--- config.mk ---
export PLATFORM = sky130hd
export DESIGN_NAME = uart_tx_param
export DESIGN_NICKNAME = d
export VERILOG_FILES = /design/src/rtl/uart_pkg.sv /design/src/rtl/uart_tx_param.sv
export SDC_FILE = /design/constraint.sdc
export NUM_CORES = 1
export LEC_CHECK = 0
export BUFFER_PORTS_ARGS = -buffer_cell sky130_fd_sc_hd__buf_2
export CORE_UTILIZATION = 60
export DETAILED_ROUTE_END_ITERATION = 8
export PLACE_DENSITY_LB_ADDON = 0.25
export REMOVE_ABC_BUFFERS = 1
export SYNTH_ARGS = -nofsm -noshare
export SYNTH_HDL_FRONTEND = slang
export SYNTH_SLANG_ARGS = --single-unit
--- constraint.sdc ---
create_clock -name clk -period 2.6 [get_ports clk]
set_input_delay 0 -clock clk [delete_from_list [all_inputs] [get_ports clk]]
set_output_delay 0 -clock clk [all_outputs]
set_load 0.03 [all_outputs]
--- src/rtl/uart_pkg.sv ---
// Shared UART constants: FSM state encoding and parity mode codes.
// Used by the transmitter here and by the matching receiver.
// Pure declarations, no logic.
package uart_pkg;

  // FSM state encoding (kept as plain constants for legacy tools)
  localparam logic [2:0] ST_IDLE   = 3'd0;
  localparam logic [2:0] ST_START  = 3'd1;
  localparam logic [2:0] ST_DATA   = 3'd2;
  localparam logic [2:0] ST_PARITY = 3'd3;
  localparam logic [2:0] ST_STOP   = 3'd4;

  // Parity mode codes; 2'b11 is treated as "none" as well
  localparam logic [1:0] PAR_NONE = 2'b00;
  localparam logic [1:0] PAR_EVEN = 2'b01;
  localparam logic [1:0] PAR_ODD  = 2'b10;

  // True when the mode inserts a parity bit after the data bits
  function automatic logic par_enabled(input logic [1:0] mode);
    return (mode == PAR_EVEN) || (mode == PAR_ODD);
  endfunction

endpackage

--- src/rtl/uart_tx_param.sv ---
// Parameterised UART transmitter: start, DBIT data bits LSB first, optional parity, stop.
// Latency: tx follows the state one clk later; frame = (1+DBIT+P)*OVS+SB_TICK s_tick pulses.
// Backpressure: tx_start is taken only while tx_ready=1; requests in any other state are dropped.
module uart_tx_param
  import uart_pkg::*;
#(
  parameter int DBIT    = 8,
  parameter int OVS     = 16,
  parameter int SB_TICK = 16
) (
  input  logic            clk,
  input  logic            reset,
  input  logic            tx_start,
  input  logic            s_tick,
  input  logic [DBIT-1:0] din,
  input  logic [1:0]      par_mode,
  output logic            tx_ready,
  output logic            tx_done_tick,
  output logic            tx
);

  localparam int TMAX = (OVS > SB_TICK) ? OVS : SB_TICK;
  localparam int TW   = $clog2(TMAX);
  localparam int BW   = $clog2(DBIT);

  localparam logic [TW-1:0] OVS_LAST = TW'(OVS - 1);
  localparam logic [TW-1:0] SB_LAST  = TW'(SB_TICK - 1);
  localparam logic [BW-1:0] BIT_LAST = BW'(DBIT - 1);

  logic [2:0]      state_q, state_d;
  logic [TW-1:0]   tick_q,  tick_d;
  logic [BW-1:0]   bit_q,   bit_d;
  logic [DBIT-1:0] shift_q, shift_d;
  logic [1:0]      mode_q,  mode_d;
  logic            par_q,   par_d;
  logic            tx_q,    tx_d;
  logic            done;

  // Next-state, counters, capture and line level for the current state
  always_comb begin
    state_d = state_q;
    tick_d  = tick_q;
    bit_d   = bit_q;
    shift_d = shift_q;
    mode_d  = mode_q;
    par_d   = par_q;
    tx_d    = 1'b1;
    done    = 1'b0;
    case (state_q)
      ST_IDLE: begin
        tx_d = 1'b1;
        if (tx_start) begin
          shift_d = din;
          mode_d  = par_mode;
          // Parity is fixed at capture so later din changes cannot disturb it
          par_d   = (par_mode == PAR_ODD) ? ~(^din) : (^din);
          tick_d  = '0;
          state_d = ST_START;
        end
      end
      ST_START: begin
        tx_d = 1'b0;
        if (s_tick) begin
          if (tick_q == OVS_LAST) begin
            tick_d  = '0;
            bit_d   = '0;
            state_d = ST_DATA;
          end else begin
            tick_d = tick_q + 1'b1;
          end
        end
      end
      ST_DATA: begin
        tx_d = shift_q[0];
        if (s_tick) begin
          if (tick_q == OVS_LAST) begin
            tick_d  = '0;
            shift_d = shift_q >> 1;
            bit_d   = bit_q + 1'b1;
            if (bit_q == BIT_LAST) begin
              state_d = par_enabled(mode_q) ? ST_PARITY : ST_STOP;
            end
          end else begin
            tick_d = tick_q + 1'b1;
          end
        end
      end
      ST_PARITY: begin
        tx_d = par_q;
        if (s_tick) begin
          if (tick_q == OVS_LAST) begin
            tick_d  = '0;
            state_d = ST_STOP;
          end else begin
            tick_d = tick_q + 1'b1;
          end
        end
      end
      ST_STOP: begin
        tx_d = 1'b1;
        if (s_tick) begin
          if (tick_q == SB_LAST) begin
            done    = 1'b1;
            tick_d  = '0;
            state_d = ST_IDLE;
          end else begin
            tick_d = tick_q + 1'b1;
          end
        end
      end
      default: begin
        state_d = ST_IDLE;
      end
    endcase
  end

  // State registers with synchronous reset that aborts any frame in flight
  always_ff @(posedge clk) begin
    if (reset) begin
      state_q <= ST_IDLE;
      tick_q  <= '0;
      bit_q   <= '0;
      shift_q <= '0;
      mode_q  <= PAR_NONE;
      par_q   <= 1'b0;
      tx_q    <= 1'b1;
    end else begin
      state_q <= state_d;
      tick_q  <= tick_d;
      bit_q   <= bit_d;
      shift_q <= shift_d;
      mode_q  <= mode_d;
      par_q   <= par_d;
      tx_q    <= tx_d;
    end
  end

  // Reset masks the handshake outputs so a frame cut short never reports done
  assign tx_ready     = (state_q == ST_IDLE) || reset;
  assign tx_done_tick = done && !reset;
  assign tx           = tx_q;

endmodule

==> summary.txt, run 1 <==
Worst setup path
  • Crit path buffers/inverters: 0
  • Critical path's top delay family: simple AND/OR/NAND/NOR gates
  • Startpoint type of the worst setup path: flip-flop
  • FF-to-FF Start: state_q[1]
  • CP endpoint kind: flip-flop
  • Crit Path Class: flip-flop to flip-flop
  • Reg-to-reg endpoint: tick_q[0]
  • Critical Path Max Stage Delay: 700 ps
  • Critical-path top delay cell: dfxtp_1
  • CP endpoint: tick_q[0]
  • R2r setup slk: about 870 ps
  • CP Cell Sequence: or3_1, nand3_2, or3b_1, a21oi_1
  • CP startpoint: state_q[1]
  • Data arrival time of the worst path: 2010 ps
  • Worst endpoint required time: 2870 ps
  • CP max FO: 15
  • Critical path depth in cells: 4
  • Reg2reg path depth: 4

Drt
  • Final WL: between 2 and 3 mm
  • DRT iter0 DRCs: 40
  • Post-route DRC violation count: 0
  • Total vias in the final route: 1323
  • Post-DR vias/cell: 6.04
  • Routed WL per cell: 13.6 um
  • Final ANT Viol Nets: 0
  • First drt pass iteration count: 4

Placement
  • RD Place Congestion: between 0.8 and 0.9
  • I/O Buffers: 16
  • Final HPWL DP: 2.10 mm

Global route
  • Global-route usage over all layers: 0.260
  • Grt total ovfl: 0
  • Pin count of the biggest net entering global routing: 26
  • Global-route wire length before repair: 4.93 mm
  • Antenna violations before repair: 0
  • Vias in the first global route: 1139

STA
  • Post-route clock period utilization: 0.666
  • Worst slew pin tran: between 500 and 600 ps
  • Layout Skew: 17.5 ps
  • Hold Slack: 53.6 ps
  • Final setup TNS: 0 ps
  • Final min period: 1730 ps
  • Final hold violations: 0
  • Pins Over Slew Limit: 0
  • RSZ-0062 raised after global routing: false
  • F_max: 577 MHz
  • Final Setup Violations: 0
  • Rel. slew slack: 0.626

Synthesis
  • Main synth FF type: dfxtp_1
  • Post-Syn Area: roughly 0.0014 mm^2
  • Count of cell types in the netlist: 45
  • Top cells by area in the synthesized netlist: dfxtp_1 31%, a21oi_1 7.4%, nor2_1 5.8%, a32oi_1 4.3%, mux2i_1 3.5%
  • Syn_area_per_cell: roughly 7.8 um^2
  • Register bit total from synthesis: 22
  • Post-synthesis sequential area ratio: 0.310
  • Synth warn: 0
  • Post-synth top area share: 0.310
  • Mapped Cells: 182
  • EDFF count, synth: 0
  • Biggest area consumer among synthesized cells: dfxtp_1
  • Most common library cells after synthesis: 22 x dfxtp_1, 22 x nor2_1, 21 x a21oi_1
  • Synth async-reset ratio: 0

Pwr
  • Leakage Power: 0.606 nW
  • Total power draw: 1.23 mW
  • Pwr dens: 800 mW/mm^2
  • Max IR drop VDD: 0.498 mV

Worst hold path
  • Hold crit path type: input port to flip-flop

CTS
  • CTS resizes: 0
  • CTS tree: yes
  • Clock Latency Late Sink: 330 ps
  • H-tree levels: 1
  • CTS Buf Count: 3
  • Clock buffer depth: 2
  • Worst-path clk slew: 140 ps
  • Sink Count: 22
  • Clock root cell: clkbuf_4

Final layout
  • Fin nets: 209
  • P&R area growth vs syn: 8.38%
  • Share of cells above drive strength 1: 0.157
  • Antenna Cells: 0
  • Final Util: 0.695

Run status
  • Outcome: completed

Run
  • Max Cap Viol: 0

Floorplanning
  • Die area: 0.00256 mm^2
  • Die X: roughly 50 um
  • Number of core rows: 17
  • Starting Density: 0.641
  • Core ar.: around 0.0022 mm^2
  • I/O pins: 17
  • Die height: 50.6 um
==> report_power, final <==
part	total (mW)	switching [mW]	internal, mW
Sequential	0.481	0.0786	0.403
Combinational	0.475	0.279	0.196
Clock	0.274	0.118	0.156
Total	1.23	0.475	0.755
==> worst min path at each step <==
stage           startpoint   endpoint  slack (ps)  depth (start not counted)
2_1_floorplan        reset   bit_q[0]          70                          1
3_3_place_gp   par_mode[1]  mode_q[1]         240                          3
3_5_place_dp   par_mode[1]  mode_q[1]         270                          3
4_1_cts             s_tick  tick_q[3]          60                          4
5_1_grt             s_tick  tick_q[3]          80                          4
6_report            s_tick  tick_q[3]          50                          4
==> cells in the final DEF, fill, tap and decap left out, drive strengths merged, types with 3 or more instances in the layout <==
cell / count
nor2: 24
nand4: 3
ha: 3
nand2: 10
nor3: 10
o211ai: 5
a21oi: 21
o21ai: 4
nand2b: 5
mux2i: 7
xnor2: 5
nand3: 6
buf: 17
dfxtp: 22
inv: 13
clkbuf: 3
a32oi: 7
==> layer usage <==
metal	track usage	vias to the layer above	routed length (um)
li1	-	668	-
met1	0.333	604	1330
met3	0.0364	4	195
met4	0.139	0	61
met2	0.420	47	1390
met5	0	-	0
==> cell type report <==
type | instances | area (um^2)
multi-input cells | 132 | 850
fillers | 193 | 674
flip-flops and latches | 22 | 440
repair buffers | 19 | 108
inverters | 14 | 52.6
well taps | 28 | 35.0
clock inverters | 1 | 30.0
clock buffers | 3 | 22.5
==> metrics by stage <==
| step | setup slack, ps | instances | area [um^2] |
|---|---|---|---|
| 2_1_floorplan | 841 | 168 | 1340 |
| 3_3_place_gp | 998 | 213 | 1470 |
| 3_5_place_dp | 900 | 213 | 1470 |
| 4_1_cts | 879 | 219 | 1540 |
| 5_1_grt | 698 | 219 | 1540 |
| 6_report | 867 | 219 | 1540 |
==> cell families after synthesis <==
family / count (synthesis) / share of synthesized area
simple gates: 69 / 0.249
compound gates: 46 / 0.216
buf+inv: 28 / 0.0908
flops: 22 / 0.310
xor+xnor: 7 / 0.0529
mux: 7 / 0.0547
fa+ha+maj: 3 / 0.0265
==> tightest hold or removal path, cell delays in order <==
cell and delay [ps]:
buf_2 150, o21ai_0 90, a21oi_1 40, nor2_1 80
==> state kept, by name, summed over array words and instances (netlist names) <==
signal	count
par_q	1
state_q	3
tx	1
mode_q	2
tick_q	4
shift_q	8
bit_q	3
==> timing repair <==
| action | in CTS | in global routing |
|---|---|---|
| buffers inserted | 0 | 0 |
| hold buffers | 2 | 0 |
| endpoints found under the hold margin | 2 | 0 |
(Power assumes the default switching activity.)
==> run 2: changes to the inputs <==
ABC_AREA = 1   (was not set)
CORE_UTILIZATION = 51   (was 60)
clock period = 1.5 ns   (was 2.6 ns; I/O delays follow)
==> run 2 against run 1 <==
Utilization fell by 3.6 points. Via count is 2.9% lower. Synthesized cell count up 15%. Highest routed layer unchanged.
==> summary.txt, run 2 <==
Worst setup path
  • Data arrival time of the worst path: 1410 ps (-600 ps)
  • Startpoint type of the worst setup path: flip-flop
  • Worst endpoint required time: 1500 ps (-1370 ps)
  • Cell mode on critical path: nand2_2
  • CP endpoint kind: output pin
  • Critical-path top delay cell: dfxtp_2
  • Critical Path Max Stage Delay: 390 ps (-310 ps)
  • CP Cell Sequence: ha_4, nand2_2, nor2_4, nand2_2, nor3_2, buf_4
  • CP max FO: 4 (-11)
  • Crit Path Class: flip-flop to output pin

Floorplanning
  • Number of core rows: 18 (+1)
  • Die height: 53.3 um (+5.3%)
  • Starting Density: 0.542 (-0.0995)
  • Core ar.: 0.00248 mm^2 (+12%)
  • I/O pins: 17 (unchanged)
  • Die X: 53.3 um (+5.3%)
  • Die area: 0.00284 mm^2 (+11%)

Synthesis
  • Register bit total from synthesis: 22 (unchanged)
  • Most common library cells after synthesis: 57 x nand2_1, 31 x inv_1, 31 x nor2_1
  • Post-synth top area share: 0.328 (+0.0176)
  • Post-Syn Area: 0.00134 mm^2 (-5.4%)
  • Count of cell types in the netlist: 28 (-38%)
  • Synth async-reset ratio: 0 (unchanged)
  • Main synth FF type: dfxtp_1
  • Top cells by area in the synthesized netlist: dfxtp_1 33%, nand2_1 16%, inv_1 8.7%, nor2_1 8.7%, o21ai_1 5.2%
  • Biggest area consumer among synthesized cells: dfxtp_1
  • Post-synthesis sequential area ratio: 0.328 (+0.0176)
  • Count leader, synth: nand2_1
  • Mapped Cells: 210 (+15%)
  • EDFF count, synth: 0 (unchanged)
  • Synth warn: 0 (unchanged)
  • Syn_area_per_cell: 6.39 um^2 (-18%)

Final layout
  • Max reg flops: 8 (unchanged)
  • Non-Filler Instances: 270 (+23%)
  • Antenna Cells: 0 (unchanged)
  • Fin nets: 258 (+23%)
  • Final Util: 0.659 (-0.0360)
  • Design Area, Final: 0.00163 mm^2 (+6.2%)
  • P&R area growth vs syn: 21.6%
  • Most frequent cells in the layout: 53 x nand2_1, 31 x inv_1, 30 x nor2_1
  • Biggest regs: shift_q (8), tick_q (4)
  • Largest register by flop count: shift_q
  • Most common cell after layout, fill and taps aside: nand2_1
  • Share of cells above drive strength 1: 0.229 (+0.0721)

STA
  • F_max: about 710 MHz
  • Hold Slack: 24.9 ps (-28.7 ps)
  • Rel. slew slack: 0.772 (+0.145)
  • Final min period: 1410 ps
  • Final worst slack: 91.6 ps (-776 ps)
  • Final Setup Violations: 0 (unchanged)
  • Final hold violations: 0 (unchanged)
  • Pins Over Slew Limit: 0 (unchanged)
  • Final setup TNS: 0 ps (unchanged)
  • Layout Skew: 6.80 ps (-10.7 ps)
  • Post-route clock period utilization: 0.939
  • RSZ-0062 raised after global routing: false
  • Worst slew pin tran: 338 ps (-222 ps)

Global route
  • Antenna violations before repair: 0 (unchanged)
  • Pin count of the biggest net entering global routing: 16 (-38%)
  • GR Util met3: 0.0316 (-0.00475)
  • Global-route usage over all layers: 0.219 (-0.0414)
  • GRT busiest layer: met2
  • Vias in the first global route: 1170 (+2.7%)
  • Grt total ovfl: 0 (unchanged)
  • Met2 Use GR: 0.427 (+0.00708)
  • Global routing usage on met1: 0.225 (-0.107)
  • Global-route wire length before repair: 4.55 mm (-7.8%)

Run
  • Max Cap Viol: 0 (unchanged)

Pwr
  • Max IR drop VDD: 0.908 mV (+82%)
  • Leakage Power: 0.858 nW (+42%)
  • Pwr dens: 1700 mW/mm^2 (+110%)
  • Total power draw: 2.77 mW (+130%)

CTS
  • Sink Count: 22 (unchanged)
  • CTS Buf Count: 3 (unchanged)
  • H-tree levels: 1 (unchanged)
  • CTS tree: yes
  • Clock Latency Late Sink: 310 ps (-20 ps)
  • Clock root cell: clkbuf_4
  • Clock buffer depth: 2 (unchanged)
  • Worst-path clk slew: 130 ps (about the same)

Drt
  • Post-route DRC violation count: 0 (unchanged)
  • Final WL: 2.72 mm (-8.5%)
  • Total vias in the final route: 1284 (-2.9%)
  • First drt pass iteration count: 4 (unchanged)
  • Final ANT Viol Nets: 0 (unchanged)
  • DRT iter0 DRCs: 12 (-70%)
  • Routed WL per cell: 10.1 um (-26%)
  • Post-DR vias/cell: 4.76 (-21%)

Placement
  • I/O Buffers: 16 (unchanged)
  • DP Area: 0.00149 mm^2 (+1.7%)
  • RD Place Congestion: 0.891 (+5.7%)
  • DP Cell Count: 261 (+23%)
  • Final HPWL DP: 2.00 mm (-4.7%)
  • Post-Place Worst Slack: 54.1 ps (-846 ps)

Run status
  • Outcome: completed

Worst hold path
  • Hold crit path type: input port to flip-flop
==> run 2: cell count changes after synthesis, sizes merged, moves of 5 or more <==
cell    delta
nor3       -9
nand2b     -5
a21oi     -10
mux2i      -7
inv       +22
nand2     +54
nor2      +10
clkbuf     -7
a32oi      -7
o21ai     +18
==> run 2: power by group <==
| part | switching, mW | total [mW] | internal (mW) |
|---|---|---|---|
| Combinational | 0.878 | 1.42 | 0.545 |
| Sequential | 0.112 | 0.886 | 0.774 |
| Clock | 0.190 | 0.459 | 0.270 |
==> run 2: final timing paths <==
check,start,end,slack (ps),cells after the start
max,tick_q[0],tx_done_tick,90,6
min,din[7],shift_q[7],20,5
max reg2reg,state_q[2],tick_q[2],120,8
min reg2reg,bit_q[1],bit_q[1],480,2
==> run 2: kinds of logic (layout without fill, tap and decap cells) <==
logic type,Yosys count,after routing,synth area share
flip-flops,22,22,0.328
buffers and inverters,38,68,0.124
XOR/XNOR,1,1,0.00652
AO/OA/AOI/OAI,37,37,0.148
AND/OR/NAND/NOR,109,109,0.365
adder cells (fa/ha/maj),3,3,0.0280
==> run 2: final cells by class <==
cell class	instances	area [um^2]
fillers	238	845
inverters	35	136
well taps	30	37.5
flip-flops and latches	22	445
multi-input cells	150	773
clock buffers	3	22.5
repair buffers	29	188
clock inverters	1	30.0
==> run 2: critical path, delay by kind of cell (launching register included) <==
family,cells,cell delay [ps]
flops,1,390
simple gates,4,390
buf+inv,1,180
fa+ha+maj,1,150
==> run 2: timing repair <==
item	CTS	global route
hold buffers	3	0
endpoints found under the hold margin	5	0
pin swaps	1	1
setup buffers	2	0
gates cloned	0	0
gates resized for setup	6	8
endpoints found under the setup margin	2	6
==> run 2: per-layer routing <==
metal	share of wire	routed length (um)
met2	0.51	1380
met3	0.028	75
met1	0.45	1240
met4	0.013	36
met5	0	0
